$ cat src/rtl/ps2_kbd_rx.sv
// PS/2 keyboard receiver: synchronise and deglitch pins, check 11-bit frames, queue scan codes in a FWFT FIFO.
// Latency: stop-bit clock edge to rd_valid = 2 (sync) + FILTER_LEN (filter) + 2 (fall strobe, push) clk.
// Backpressure: none toward the device; a good frame arriving on a full FIFO is dropped and sets sticky overflow.
module ps2_kbd_rx #(
  parameter int FIFO_DEPTH  = 8,
  parameter int FILTER_LEN  = 4,
  parameter int TIMEOUT_CYC = 50000
) (
  input  logic                          clk,
  input  logic                          rst_n,
  input  logic                          ps2_clk,
  input  logic                          ps2_dat,
  input  logic                          rd_en,
  input  logic                          clr_ovf,
  output logic [7:0]                    rd_data,
  output logic                          rd_valid,
  output logic [$clog2(FIFO_DEPTH):0]   count,
  output logic                          overflow,
  output logic                          frame_err
);

  localparam int AW   = $clog2(FIFO_DEPTH);
  localparam int CNTW = AW + 1;
  localparam int FCW  = $clog2(FILTER_LEN + 1);
  localparam int TW   = $clog2(TIMEOUT_CYC + 1);

  localparam logic [1:0] ST_IDLE   = 2'd0;
  localparam logic [1:0] ST_DATA   = 2'd1;
  localparam logic [1:0] ST_PARITY = 2'd2;
  localparam logic [1:0] ST_STOP   = 2'd3;

  // input conditioning state
  logic [1:0]     sync_clk_q, sync_clk_d;
  logic [1:0]     sync_dat_q, sync_dat_d;
  logic           filt_q, filt_d;
  logic           filt_prev_q, filt_prev_d;
  logic [FCW-1:0] flt_cnt_q, flt_cnt_d;
  // frame FSM state
  logic [1:0]     state_q, state_d;
  logic [2:0]     bit_cnt_q, bit_cnt_d;
  logic [7:0]     shreg_q, shreg_d;
  logic           par_ok_q, par_ok_d;
  logic [TW-1:0]  tmo_q, tmo_d;
  logic           push_q, push_d;
  logic           err_q, err_d;
  // FIFO state
  logic [7:0]      mem_q [FIFO_DEPTH];
  logic [7:0]      mem_d [FIFO_DEPTH];
  logic [AW-1:0]   wr_ptr_q, wr_ptr_d;
  logic [AW-1:0]   rd_ptr_q, rd_ptr_d;
  logic [CNTW-1:0] count_q, count_d;
  logic            ovf_q, ovf_d;

  logic fall;
  logic dat_s;
  logic pop;
  logic full;
  logic wr_ok;

  // Synchronise both pins; the filtered clock only follows after FILTER_LEN consecutive differing samples.
  always_comb begin
    sync_clk_d  = {sync_clk_q[0], ps2_clk};
    sync_dat_d  = {sync_dat_q[0], ps2_dat};
    filt_d      = filt_q;
    flt_cnt_d   = '0;
    filt_prev_d = filt_q;
    if (sync_clk_q[1] != filt_q) begin
      if (flt_cnt_q == FCW'(FILTER_LEN - 1)) begin
        filt_d = sync_clk_q[1];
      end else begin
        flt_cnt_d = flt_cnt_q + 1'b1;
      end
    end
  end

  assign fall  = filt_prev_q & ~filt_q;
  assign dat_s = sync_dat_q[1];

  // Frame FSM: advances on each filtered falling edge, aborts a stalled frame after TIMEOUT_CYC idle cycles.
  always_comb begin
    state_d   = state_q;
    bit_cnt_d = bit_cnt_q;
    shreg_d   = shreg_q;
    par_ok_d  = par_ok_q;
    push_d    = 1'b0;
    err_d     = 1'b0;
    if (state_q == ST_IDLE || fall) begin
      tmo_d = '0;
    end else begin
      tmo_d = tmo_q + 1'b1;
    end
    if (fall) begin
      case (state_q)
        ST_IDLE: begin
          if (!dat_s) begin
            state_d   = ST_DATA;
            bit_cnt_d = 3'd0;
          end
        end
        ST_DATA: begin
          shreg_d   = {dat_s, shreg_q[7:1]};
          bit_cnt_d = bit_cnt_q + 3'd1;
          if (bit_cnt_q == 3'd7) begin
            state_d = ST_PARITY;
          end
        end
        ST_PARITY: begin
          par_ok_d = ^{shreg_q, dat_s};
          state_d  = ST_STOP;
        end
        default: begin
          if (dat_s && par_ok_q) begin
            push_d = 1'b1;
          end else begin
            err_d = 1'b1;
          end
          state_d = ST_IDLE;
        end
      endcase
    end else if (state_q != ST_IDLE && tmo_q == TW'(TIMEOUT_CYC - 1)) begin
      state_d = ST_IDLE;
      err_d   = 1'b1;
      tmo_d   = '0;
    end
  end

  // FIFO: the received byte stays in shreg_q until the next frame's first data bit, so push_q can write it directly.
  always_comb begin
    pop      = rd_en && (count_q != '0);
    full     = (count_q == CNTW'(FIFO_DEPTH));
    wr_ok    = push_q && (!full || pop);
    mem_d    = mem_q;
    wr_ptr_d = wr_ptr_q;
    rd_ptr_d = rd_ptr_q;
    if (wr_ok) begin
      mem_d[wr_ptr_q] = shreg_q;
      wr_ptr_d        = wr_ptr_q + 1'b1;
    end
    if (pop) begin
      rd_ptr_d = rd_ptr_q + 1'b1;
    end
    count_d = count_q + CNTW'(wr_ok) - CNTW'(pop);
    ovf_d   = ovf_q;
    if (push_q && full && !pop) begin
      ovf_d = 1'b1;
    end else if (clr_ovf) begin
      ovf_d = 1'b0;
    end
  end

  // State registers; the idle PS/2 bus is high, so synchronisers and filter reset to 1.
  always_ff @(posedge clk or negedge rst_n) begin
    if (!rst_n) begin
      sync_clk_q  <= 2'b11;
      sync_dat_q  <= 2'b11;
      filt_q      <= 1'b1;
      filt_prev_q <= 1'b1;
      flt_cnt_q   <= '0;
      state_q     <= ST_IDLE;
      bit_cnt_q   <= '0;
      shreg_q     <= '0;
      par_ok_q    <= 1'b0;
      tmo_q       <= '0;
      push_q      <= 1'b0;
      err_q       <= 1'b0;
      mem_q       <= '{default: '0};
      wr_ptr_q    <= '0;
      rd_ptr_q    <= '0;
      count_q     <= '0;
      ovf_q       <= 1'b0;
    end else begin
      sync_clk_q  <= sync_clk_d;
      sync_dat_q  <= sync_dat_d;
      filt_q      <= filt_d;
      filt_prev_q <= filt_prev_d;
      flt_cnt_q   <= flt_cnt_d;
      state_q     <= state_d;
      bit_cnt_q   <= bit_cnt_d;
      shreg_q     <= shreg_d;
      par_ok_q    <= par_ok_d;
      tmo_q       <= tmo_d;
      push_q      <= push_d;
      err_q       <= err_d;
      mem_q       <= mem_d;
      wr_ptr_q    <= wr_ptr_d;
      rd_ptr_q    <= rd_ptr_d;
      count_q     <= count_d;
      ovf_q       <= ovf_d;
    end
  end

  assign rd_valid  = (count_q != '0);
  assign rd_data   = rd_valid ? mem_q[rd_ptr_q] : 8'h00;
  assign count     = count_q;
  assign overflow  = ovf_q;
  assign frame_err = err_q;

endmodule

$ cat config.mk
export PLATFORM = sky130hd
export DESIGN_NAME = ps2_kbd_rx
export DESIGN_NICKNAME = d
export VERILOG_FILES = /design/src/rtl/ps2_kbd_rx.sv
export SDC_FILE = /design/constraint.sdc
export NUM_CORES = 1
export LEC_CHECK = 0
export BUFFER_PORTS_ARGS = -buffer_cell sky130_fd_sc_hd__buf_2
export CORE_ASPECT_RATIO = 1.2
export CORE_MARGIN = 4
export CORE_UTILIZATION = 46
export DETAILED_ROUTE_END_ITERATION = 8
export PLACE_DENSITY = 0.62
export RECOVER_POWER = 100
export SYNTH_ARGS = -nofsm -noshare
export SYNTH_HDL_FRONTEND = slang
export SYNTH_SLANG_ARGS = --single-unit
$ cat constraint.sdc
create_clock -name clk -period 3.45 [get_ports clk]
set_input_delay 0.1725 -clock clk [delete_from_list [all_inputs] [get_ports clk]]
set_output_delay 0.1725 -clock clk [all_outputs]
set_load 0.05 [all_outputs]
# ---- Yosys cells after proc, flatten, opt, wreduce, memory -nomap -nowiden
# Cells that the tools add are included.
# Widths: inputs -> output; s select.
dict set report op_classes {
  muxes 28
  shift 0
  bitwise 4
  div_mod_pow 0
  n_reduce_logical 24
  magnitude_cmp 3
  n_mul 0
  add_sub_neg 7
  eq_ne 10
}
# operator count
set op_table {}
lappend op_table {{$bwmux 64} 1}
lappend op_table {{$mux 16} 3}
lappend op_table {{$mux 8} 4}
lappend op_table {{$bmux 8 s3} 1}
lappend op_table {{$demux 8 s3} 1}
lappend op_table {{$add 16x1->16 const B} 1}
lappend op_table {{$eq 16x16->1 const B} 1}
lappend op_table {{$add 3x1->3 const B} 4}
lappend op_table {{$mux 1} 9}
lappend op_table {{$mux 3} 3}
lappend op_table {{$reduce_xor 9->1} 1}
lappend op_table {{$ge 4x4->1 const B} 2}
lappend op_table {{$mux 2} 4}
lappend op_table {{$not 3->4} 2}
lappend op_table {{$reduce_bool 2->1} 4}
lappend op_table {{$logic_and 1x1->1} 7}
lappend op_table {{$ne 3x3->1 const B} 2}
lappend op_table {{$pmux 2 s3} 1}
lappend op_table {{$pmux 3 s2} 1}
lappend op_table {{$reduce_and 2->1} 3}
lappend op_table {{$reduce_and 3->1} 2}
lappend op_table {{$add 4x1->4} 1}
lappend op_table {{$eq 4x4->1 const B} 1}
lappend op_table {{$lt 4x1->1 const B} 1}
lappend op_table {{14 further kinds} 16}
dict set report totals {
  input_bits 6
  word_cells 100
  mem_bits_ro 0
  latchBits 0
  ram_bits 0
  regBits 116
  out_inout_bits 15
  n_memories 0
}

# ---- Longest topological paths before layout
# Gate-level depths: netlist of the first run.
dict set report logic_depth {
  word_depth 6
  ltp_mapped 12
  ltp_nobuf 11
}

# ---- Least setup slack after synthesis of the first run
# OpenSTA, ideal clock, no wires.
dict set report synth_timing {
  kind {reg-to-reg}
  start {register count_q[2] (netlist: count[2])}
  end {register count_q[2] (netlist: count[2])}
  stages_incl_launch_ff 12
  arrival_time_ns 2.557
  slack_ns 0.770
  n_path_buf 0
  period_less_slack_ns 2.680
  required_time_ns 3.327
  setup_ns 0.123
  cell_sequence {dfrtp_1 -> inv_1 -> ha_1 -> nor3b_2 -> nand2b_1 -> inv_1 -> ha_1 -> inv_1 -> ha_1 -> inv_1 -> fa_1 -> xnor2_1}
}
dict set report synth_via {
  elab_chain_cells 6
  word_cells_on_any_way 8
}
# item line_no
set synth_lines {}
lappend synth_lines {{start, declared} 51} ;# logic [CNTW-1:0] count_q, count_d;
lappend synth_lines {{start signal, assigned} 187} ;# count_q <= count_d;
lappend synth_lines {{$reduce_bool 4->1 (*)} 129} ;# pop = rd_en && (count_q != '0);
lappend synth_lines {{$logic_and 1x1->1 (*)} 129}
lappend synth_lines {{named net pop} 56} ;# logic pop;
lappend synth_lines {{$logic_or 1x1->1} 131} ;# wr_ok = push_q && (!full || pop);
lappend synth_lines {{$logic_and 1x1->1} 131}
lappend synth_lines {{$add 4x1->4} 142} ;# count_d = count_q + CNTW'(wr_ok) - CNTW'(pop);
lappend synth_lines {{$sub 4x1->4 (*)} 142}
lappend synth_lines {{named net count_d[2]} 51}
# The timed path passes the listed nets; every way through them passes the cells marked *.
# A chain may end at the register's enable or synchronous reset.

# ---- Final worst setup path of the first run
dict set report layout_timing {
  start {register count_q[2] (netlist: count[2])}
  end {register count_q[1] (netlist: count[1])}
}
# Same word-level chain as after synthesis.

==> run metrics, run 1 <==
final WL=10.17 mm; Clock Skews=5.221 ps; crit path DAT=3130 ps; PD cells=742.1 mW/mm2; post-route cell area=0.006360 mm2; antenna-violating nets left=0; overall routing resource usage=0.1657; Post-CTS Repair Setup Buffers=0; Worst-path clk slew=50 ps; hold path cells=3; die width=107.9 um; Synth cell types=51; internal power=3.325 mW; top post-synthesis cells by count=dfrtp_1 (110), mux2_2 (56), nor2_1 (27); WP data required=3750 ps; setup TNS=0 ps; routing usage on met1=0.2027; final worst-path cycle share=0.8201; Hold Crit Class=primary input to flip-flop; vias per cell=5.235; number of antenna violations at the first check in global routing=0; Crit path buffers/inverters=6; critical path's slowest cell=clkbuf_1; CP peak stage delay=490 ps; cts repair resizes=0; Final HPWL DP=6.608 mm; CTS Hold Bufs=4; met2 usage=0.2760; Max Slew Vio Count=28; f_max=353.4 MHz; sequence of cells on the critical path=inv_1, ha_1, nor3b_2, clkbuf_1, nand2b_1, inv_1, ha_1, inv_1, ha_1, inv_1, fa_1, inv_1; Port-buffer cells=20; GRT Residual Overflow=0; M3 GR Usage=0.04887; Worst R2R Setup Slack=620 ps; FP Rows=43; Post-synth top flop=dfrtp_1; RSZ-0062 raised after global routing=no; first-pass GRT wire length=17.26 mm; leakage power=3.004 nW; vias post-DR=3188; Power, Total=4.719 mW; Flop pwr share=0.377; Mapped Cells=415; worst rel slew slack=-0.06735; Worst Reg-to-Reg Cells=12; Setup CP Type=flip-flop to flip-flop; Worst path top cell family by delay=adder cells; Num CTS Buffers=17; Yosys top cell by area=dfrtp_1; Area contributors post-synth=dfrtp_1 (50%), mux2_2 (11%), mux4_2 (6.5%); Worst path depth=12; worst-skew pair later-pin latency=410 ps; Startpoint Class=flip-flop; yosys warns=0; gp weighted congestion=0.7546; outcome=finished, violations left; Post-route DRC=0; Syn Nets=438; Max Root-Sink Buffers=2; setup ws final=620.5 ps; failing checks=capacitance limit, slew limit; VDD IR max=485.6 uV; post-layout minimum cycle time=2830 ps; htree depth=4; worst slew pin tran=1601 ps; FF+latch count, synth=116; Max Cap Viol=1; mapped cell area=0.005512 mm2; I/O Pins=21; TritonRoute pass-1 iters=4; fin nets=463; switching pwr=1.394 mW; Die Span Y=127.9 um; CP endpoint kind=flip-flop; Comb power frac=0.211; Starting DRT DRC Count=97; Initial Utilization=0.4743; Synth-to-Final Area Change=15.39%; number of global-route vias before repair=3398; layout cells sized above 1=0.2611; largest net degree at the start of global routing=90; die area=0.01380 mm2; Yosys top cell area share=0.4994; top-count cell post-synth=dfrtp_1; dpl ws=890.5 ps; switching power share of the total=0.2954; Final Hold Vio Count=0; # setup viols final=0; Clk Tree Root Cell=clkbuf_16; FFs w/ async S/R, synth=1.000; Max Fanout on Critical Path=10; # clock sinks=116; Most common cell on crit path=inv_1; dpl cell area=0.005749 mm2; global route hottest layer=met2; Post-synth EDFFs=0; Finished Core Util=0.5473; core outline area=0.01162 mm2; clock share of power=0.412; Ant. Diodes=0; DR WL/cell=16.70 um; register area share after synthesis=0.5280; Mapped Avg Cell Area=13.28 um2; CTS tree=yes
metal layers:
layer | up-vias | part of all wire | wire length [um]
met5 | - | 0 | 0
met3 | 14 | 0.025 | 253
met1 | 1633 | 0.44 | 4464
met4 | 0 | 0.020 | 200
li1 | 1508 | - | -
met2 | 33 | 0.52 | 5252
kinds of logic after synthesis:
group,after synthesis,synth area share
AOI/OAI and AO/OA,22,0.02497
xor gates and xnor gates,26,0.04381
adders and majority gates,17,0.03995
buffers and inverters,40,0.03110
DFF,116,0.5280
muxes,96,0.2379
and+or+nand+nor,98,0.09421
final cells by class:
cell class	instances	area [um2]
Clock buffer	22	494.2
Clock inverter	9	172.7
Fill cell	1039	5261
Inverter	18	67.56
Multi-Input combinational cell	259	2364
Sequential cell	116	2910
Tap cell	157	196.4
Timing Repair Buffer	28	155.1
through the flow:
stage	hold WS, ps	cells
final	103.9	609
after global routing	114.7	609
after CTS	82.48	609
after detailed placement	123.9	574
after global placement	118.3	574
after floorplan	-123.1	415
worst min-delay path: cells and delay by family:
family / cells / cell delay [ps]
AND/OR/NAND/NOR: 1 / 110
XOR/XNOR: 1 / 80
buffers and inverters: 1 / 110
flip-flops by register name (all words and copies together), names as in the netlist, 3 cells and up:
signal / cells
rd_ptr_q: 3
flt_cnt_q: 3
shreg_q: 8
tmo_q: 16
wr_ptr_q: 3
bit_cnt_q: 3
mem_q: 64
count: 4
power groups by stage:
stage | registers (mW) | logic [mW] | clock network (mW)
CTS | 1.79 | 1.04 | 1.99
global placement | 1.80 | 1.00 | 0
detailed placement | 1.81 | 1.03 | 0
finish | 1.78 | 0.997 | 1.94
global route | 1.82 | 1.13 | 2.06
floorplan | 1.72 | 0.831 | 0
cells in the final DEF, fill, tap and decap left out, types with 2 or more instances in the layout:
| master | instances |
|---|---|
| dfrtp_1 | 110 |
| mux2_2 | 56 |
| nor2_1 | 27 |
| nand2_1 | 24 |
| xnor2_1 | 20 |
| inv_1 | 18 |
| clkbuf_1 | 18 |
| clkbuf_16 | 17 |
| mux4_2 | 16 |
| ha_1 | 16 |
| mux2_1 | 15 |
| mux2i_1 | 8 |
| nand3_1 | 7 |
| nor2b_1 | 6 |
| o21ai_0 | 6 |
| nor3_1 | 5 |
| xor2_1 | 5 |
| bufinv_16 | 5 |
| clkbuf_8 | 5 |
| dfstp_2 | 5 |
| nand4_1 | 4 |
| a21oi_1 | 4 |
| dlygate4sd3_1 | 4 |
| buf_2 | 4 |
| and3_1 | 3 |
| nor4_1 | 3 |
| nand4b_1 | 3 |
| clkinv_2 | 3 |
| nand2b_1 | 2 |
| nor4bb_1 | 2 |
| or3_1 | 2 |
| nor3b_1 | 2 |
| o22ai_1 | 2 |
| a31oi_1 | 2 |
| a22oi_1 | 2 |
| or4b_1 | 2 |
path summary, 6_finish.rpt:
| path | from | to |
|---|---|---|
| max | count[2]$_DFF_PN0_ | count[1]$_DFF_PN0_ |
| min | rd_en | rd_ptr_q[0]$_DFFE_PN0P_ |
| max reg2reg | count[2]$_DFF_PN0_ | count[1]$_DFF_PN0_ |
| min reg2reg | sync_clk_q[0]$_DFF_PN1_ | sync_clk_q[1]$_DFF_PN1_ |
| max in group asynchronous | rst_n | sync_clk_q[0]$_DFF_PN1_ |
| min in group asynchronous | rst_n | overflow$_DFFE_PN0P_ |
Power figures use the tool's default switching activity.
==> run 2: changes to the inputs <==
--- a/config.mk
+++ b/config.mk
@@ -10,7 +10,7 @@
 export CORE_MARGIN = 4
 export CORE_UTILIZATION = 46
 export DETAILED_ROUTE_END_ITERATION = 8
-export PLACE_DENSITY = 0.62
+export PLACE_DENSITY = 0.65
 export RECOVER_POWER = 100
 export SYNTH_ARGS = -nofsm -noshare
 export SYNTH_HDL_FRONTEND = slang
==> constraint.sdc (replaced) <==
create_clock -name clk -period 2.3 [get_ports clk]
set_input_delay 0.115 -clock clk [delete_from_list [all_inputs] [get_ports clk]]
set_output_delay 0.115 -clock clk [all_outputs]
set_load 0.05 [all_outputs]
==> run metrics, run 2 (synthesis gave the netlist of run 1 again) <==
htree depth=4; largest net degree at the start of global routing=46; Port-buffer cells=20; core outline area=0.01162 mm2; Comb power frac=0.253; Initial Utilization=0.4743; top flop regs=mem_q x64, tmo_q x16, shreg_q x8; number of global-route vias before repair=3618; max reg flops=64; CP endpoint kind=flip-flop; final worst-path cycle share=0.9901; Clock Skews=4.200 ps; post-layout minimum cycle time=2277 ps; Flop pwr share=0.360; post-route cell area=0.006745 mm2; area occupied by multi-input gates=0.002529 mm2; min-delay src=rd_en; final WL=10.58 mm; vias per cell=5.260; worst slew pin tran=934.8 ps; # clock sinks=116; M3 GR Usage=0.03879; Setup CP Type=flip-flop to flip-flop; Power, Total=7.237 mW; routing usage on met1=0.2076; Max Slew Vio Count=0; I/O Pins=21; PD cells=1073 mW/mm2; worst rel slew slack=0.3768; leakage power=3.229 nW; Synth-to-Final Area Change=22.38%; Crit. Startpoint=count[2]$_DFF_PN0_; VDD IR max=722.3 uV; most frequent cells in the layout=dfrtp_1 (107), mux2_2 (56), nor2_1 (27); Max Root-Sink Buffers=2; antenna-violating nets left=0; DR WL/cell=16.80 um; Num CTS Buffers=17; most common cell after layout, fill and taps aside=dfrtp_1; Filler Cells Inserted=960; # setup viols final=0; Hold Crit Class=primary input to flip-flop; global route hottest layer=met2; Final HPWL DP=6.927 mm; crit path DAT=2580 ps; FF+latch area=0.002914 mm2; FP Rows=43; Worst-path clk slew=60 ps; internal power=4.994 mW; outcome=finished, final reports clean; f_max=439.1 MHz; Ant. Diodes=0; Final Hold Vio Count=0; worst-skew pair later-pin latency=410 ps; Die Span Y=127.9 um; die area=0.01380 mm2; Clk Tree Root Cell=clkbuf_16; fin nets=483; vias post-DR=3314; overall routing resource usage=0.1725; die width=107.9 um; Worst R2R Setup Slack=20 ps; RSZ-0062 raised after global routing=yes; WP data required=2600 ps; switching pwr=2.242 mW; RR Startpoint=count[2]$_DFF_PN0_; number of antenna violations at the first check in global routing=0; Max Cap Viol=0; layout cells sized above 1=0.3975; Biggest register=mem_q; Starting DRT DRC Count=68; gp weighted congestion=0.7555; Finished Core Util=0.5804; switching power share of the total=0.3099; clock share of power=0.386; GRT Residual Overflow=0; first-pass GRT wire length=18.29 mm; Startpoint Class=flip-flop; Post-route DRC=0; CTS tree=yes; met2 usage=0.3016; dpl cell area=0.005991 mm2; Max Fanout on Critical Path=2; TritonRoute pass-1 iters=4
run 2: routing by layer:
metal	wire length (um)	up-vias	share of wire
li1	-	1560	-
met1	4454	1693	0.42
met2	5688	48	0.54
met3	271	13	0.026
met4	169	0	0.016
met5	0	-	0
run 2: worst paths after layout:
path / end / cells after the start
min in group asynchronous: count[2]$_DFF_PN0_ / 2
hold / removal: rd_ptr_q[0]$_DFFE_PN0P_ / 5
setup / recovery: count[1]$_DFF_PN0_ / 11
max in group asynchronous: mem_q[48]$_DFFE_PN0P_ / 3
hold reg to reg: sync_clk_q[1]$_DFF_PN1_ / 0
setup reg to reg: count[1]$_DFF_PN0_ / 11
run 2: timing repair:
item,4_1_cts,5_1_grt
hold buffers,4,0
buffers inserted,3,1
resized for setup,5,7
pin swaps,5,6
setup endpoints to repair,1,19
endpoints found under the hold margin,33,0
run 2: worst max-delay path, cell delays in order (launching register included):
cell and delay (ps):
dfrtp_2 400, inv_2 70, ha_4 110, or3b_4 370
o21a_4 220, inv_4 60, ha_4 190, inv_2 50
ha_4 120, inv_2 30, fa_2 510, inv_1 40
run 2: cell type report:
| class | count | share of cell area |
|---|---|---|
| flip-flops and latches | 116 | 0.4320 |
| well taps | 157 | 0.02912 |
| clock inverters | 12 | 0.02634 |
| clock buffers | 20 | 0.06771 |
| multi-input cells | 259 | 0.3749 |
| inverters | 18 | 0.01039 |
| repair buffers | 48 | 0.05954 |
run 2: stage by stage:
stage          worst slack, ps  TNS, ps  std cells  hold WS (ps)
4_1_cts                 -37.60   -39.74        629         84.08
5_1_grt                 -35.39   -48.78        630         188.6
3_5_place_dp            -35.64   -35.64        590         96.89
2_1_floorplan           -219.0   -443.8        415        -180.6
6_report                 22.67        0        630         185.2
3_3_place_gp             9.949        0        590         94.05
run 2: power by group through the flow:
stage	registers (mW)	logic [mW]	clock network, mW
CTS	2.61	1.83	2.84
global placement	2.63	1.71	0
detailed placement	2.64	1.77	0
finish	2.61	1.83	2.80
floorplan	2.61	1.29	0
global route	2.66	2.04	2.94
==> run 3: changes to the inputs <==
--- a/config.mk
+++ b/config.mk
@@ -6,11 +6,13 @@
 export NUM_CORES = 1
 export LEC_CHECK = 0
 export BUFFER_PORTS_ARGS = -buffer_cell sky130_fd_sc_hd__buf_2
+export CELL_PAD_IN_SITES_DETAIL_PLACEMENT = 0
+export CELL_PAD_IN_SITES_GLOBAL_PLACEMENT = 1
 export CORE_ASPECT_RATIO = 1.2
 export CORE_MARGIN = 4
 export CORE_UTILIZATION = 46
 export DETAILED_ROUTE_END_ITERATION = 8
-export PLACE_DENSITY = 0.65
+export PLACE_DENSITY = 0.75
 export RECOVER_POWER = 100
 export SYNTH_ARGS = -nofsm -noshare
 export SYNTH_HDL_FRONTEND = slang
==> run metrics, run 3 (synthesis gave the netlist of run 1 again) <==
f_max=434.6 MHz; Final HPWL DP=7.009 mm; Post-route DRC=0; WP data required=2600 ps; TritonRoute pass-1 iters=4; gp weighted congestion=0.7622; fin nets=487; PD cells=1056 mW/mm2; number of antenna violations at the first check in global routing=0; Final Hold Vio Count=0; Max Root-Sink Buffers=2; antenna-violating nets left=0; # setup viols final=1; vias post-DR=3298; Max Slew Vio Count=0; number of global-route vias before repair=3557; htree depth=4; Port-buffer cells=20; # clock sinks=116; crit path DAT=2600 ps; CTS tree=yes; vias per cell=5.202; core outline area=0.01162 mm2; failing checks=setup timing; final WL=10.41 mm; setup ws final=-1.075 ps; die width=107.9 um; layout cells sized above 1=0.4004; Finished Core Util=0.5749; first-pass GRT wire length=17.95 mm; post-route cell area=0.006681 mm2; FP Rows=43; worst rel slew slack=0.3026; Worst-path clk slew=50 ps; DR WL/cell=16.42 um; largest net degree at the start of global routing=44; RSZ-0062 raised after global routing=yes; outcome=finished, violations left; leakage power=3.221 nW; worst slew pin tran=1046 ps; Power, Total=7.057 mW; GRT Residual Overflow=0; Num CTS Buffers=17; setup TNS=-1.075 ps; Max Cap Viol=0; Clock Skews=11.43 ps; most common cell after layout, fill and taps aside=dfrtp_1; final worst-path cycle share=1.000; max reg flops=64; Starting DRT DRC Count=140; Initial Utilization=0.4743; Ant. Diodes=0; post-layout minimum cycle time=2301 ps; most frequent cells in the layout=dfrtp_1 (107), mux2_2 (56), nor2_1 (27); CP endpoint kind=flip-flop; VDD IR max=555.0 uV; worst-skew pair later-pin latency=410 ps; overall routing resource usage=0.1689; die area=0.01380 mm2; Synth-to-Final Area Change=21.23%; Startpoint Class=flip-flop; dpl cell area=0.005971 mm2; Die Span Y=127.9 um; I/O Pins=21; Setup CP Type=flip-flop to flip-flop; Clk Tree Root Cell=clkbuf_16; Biggest register=mem_q; Hold Crit Class=primary input to flip-flop; top flop regs=mem_q x64, tmo_q x16, shreg_q x8; Max Fanout on Critical Path=3
-- run 3: changes by cell type in the layout (fill, tap and decap cells not counted), sizes merged --
cell	delta
buf	+2
bufinv	-1
clkbuf	+3
clkinv	+3
clkinvlp	-2
inv	-1
-- run 3: where the power goes --
| part | switching, mW | internal, mW |
|---|---|---|
| Sequential | 0.312 | 2.29 |
| Clock | 0.881 | 1.75 |
| Combinational | 0.986 | 0.842 |
| Total | 2.18 | 4.88 |
-- run 3: metal layers --
metal,GRT usage,vias up,wire length (um),share of wire
met2,0.2749,45,5302,0.51
li1,-,1572,-,-
met1,0.2187,1667,4695,0.45
met5,0,-,0,0
met3,0.04736,14,284,0.027
met4,0.05572,0,125,0.012
-- run 3: layout make-up --
class,count,area (um2)
Clock buffer,21,460.4
Clock inverter,11,135.1
Fill cell,979,4940
Inverter,18,75.07
Multi-Input combinational cell,259,2516
Sequential cell,116,2914
Tap cell,157,196.4
Timing Repair Buffer,52,384.1
-- run 3: worst paths after layout --
| kind | from | to | slack (ps) | cells after the start |
|---|---|---|---|---|
| max | count[2]$_DFF_PN0_ | count[1]$_DFF_PN0_ | -1 | 11 |
| min | rd_en | rd_ptr_q[0]$_DFFE_PN0P_ | 190 | 5 |
| max reg2reg | count[2]$_DFF_PN0_ | count[1]$_DFF_PN0_ | -1 | 11 |
| min reg2reg | sync_dat_q[0]$_DFF_PN1_ | sync_dat_q[1]$_DFF_PN1_ | 360 | 0 |
| max in group asynchronous | rst_n | mem_q[3]$_DFFE_PN0P_ | 750 | 3 |
| min in group asynchronous | rst_n | shreg_q[1]$_DFFE_PN0P_ | 430 | 2 |
-- run 3: critical path, cell delays in order (launching register included) --
cell and delay, ps:
dfrtp_2 410, inv_4 70, ha_4 120, or3b_4 380
o21a_4 220, inv_4 60, ha_4 190, inv_4 50
ha_4 120, inv_2 30, fa_2 520, inv_2 30
-- run 3: repair_timing --
| item | in CTS | in global routing |
|---|---|---|
| endpoints found under the setup margin | 1 | 66 |
| hold buffers | 4 | 0 |
| hold endpoints to repair | 36 | 0 |
| gates resized for setup | 4 | 10 |
| setup buffers | 3 | 2 |
| pin swaps | 4 | 3 |
| cloned | 0 | 0 |
-- run 3: per-stage QoR --
step | hold slack (ps) | cells | setup slack [ps]
after floorplan | -180.6 | 415 | -219.0
after global placement | 143.2 | 594 | 4.342
after detailed placement | 146.3 | 594 | -48.33
after CTS | 115.0 | 633 | -52.37
after global routing | 184.0 | 634 | -56.12
final | 188.0 | 634 | -1.075
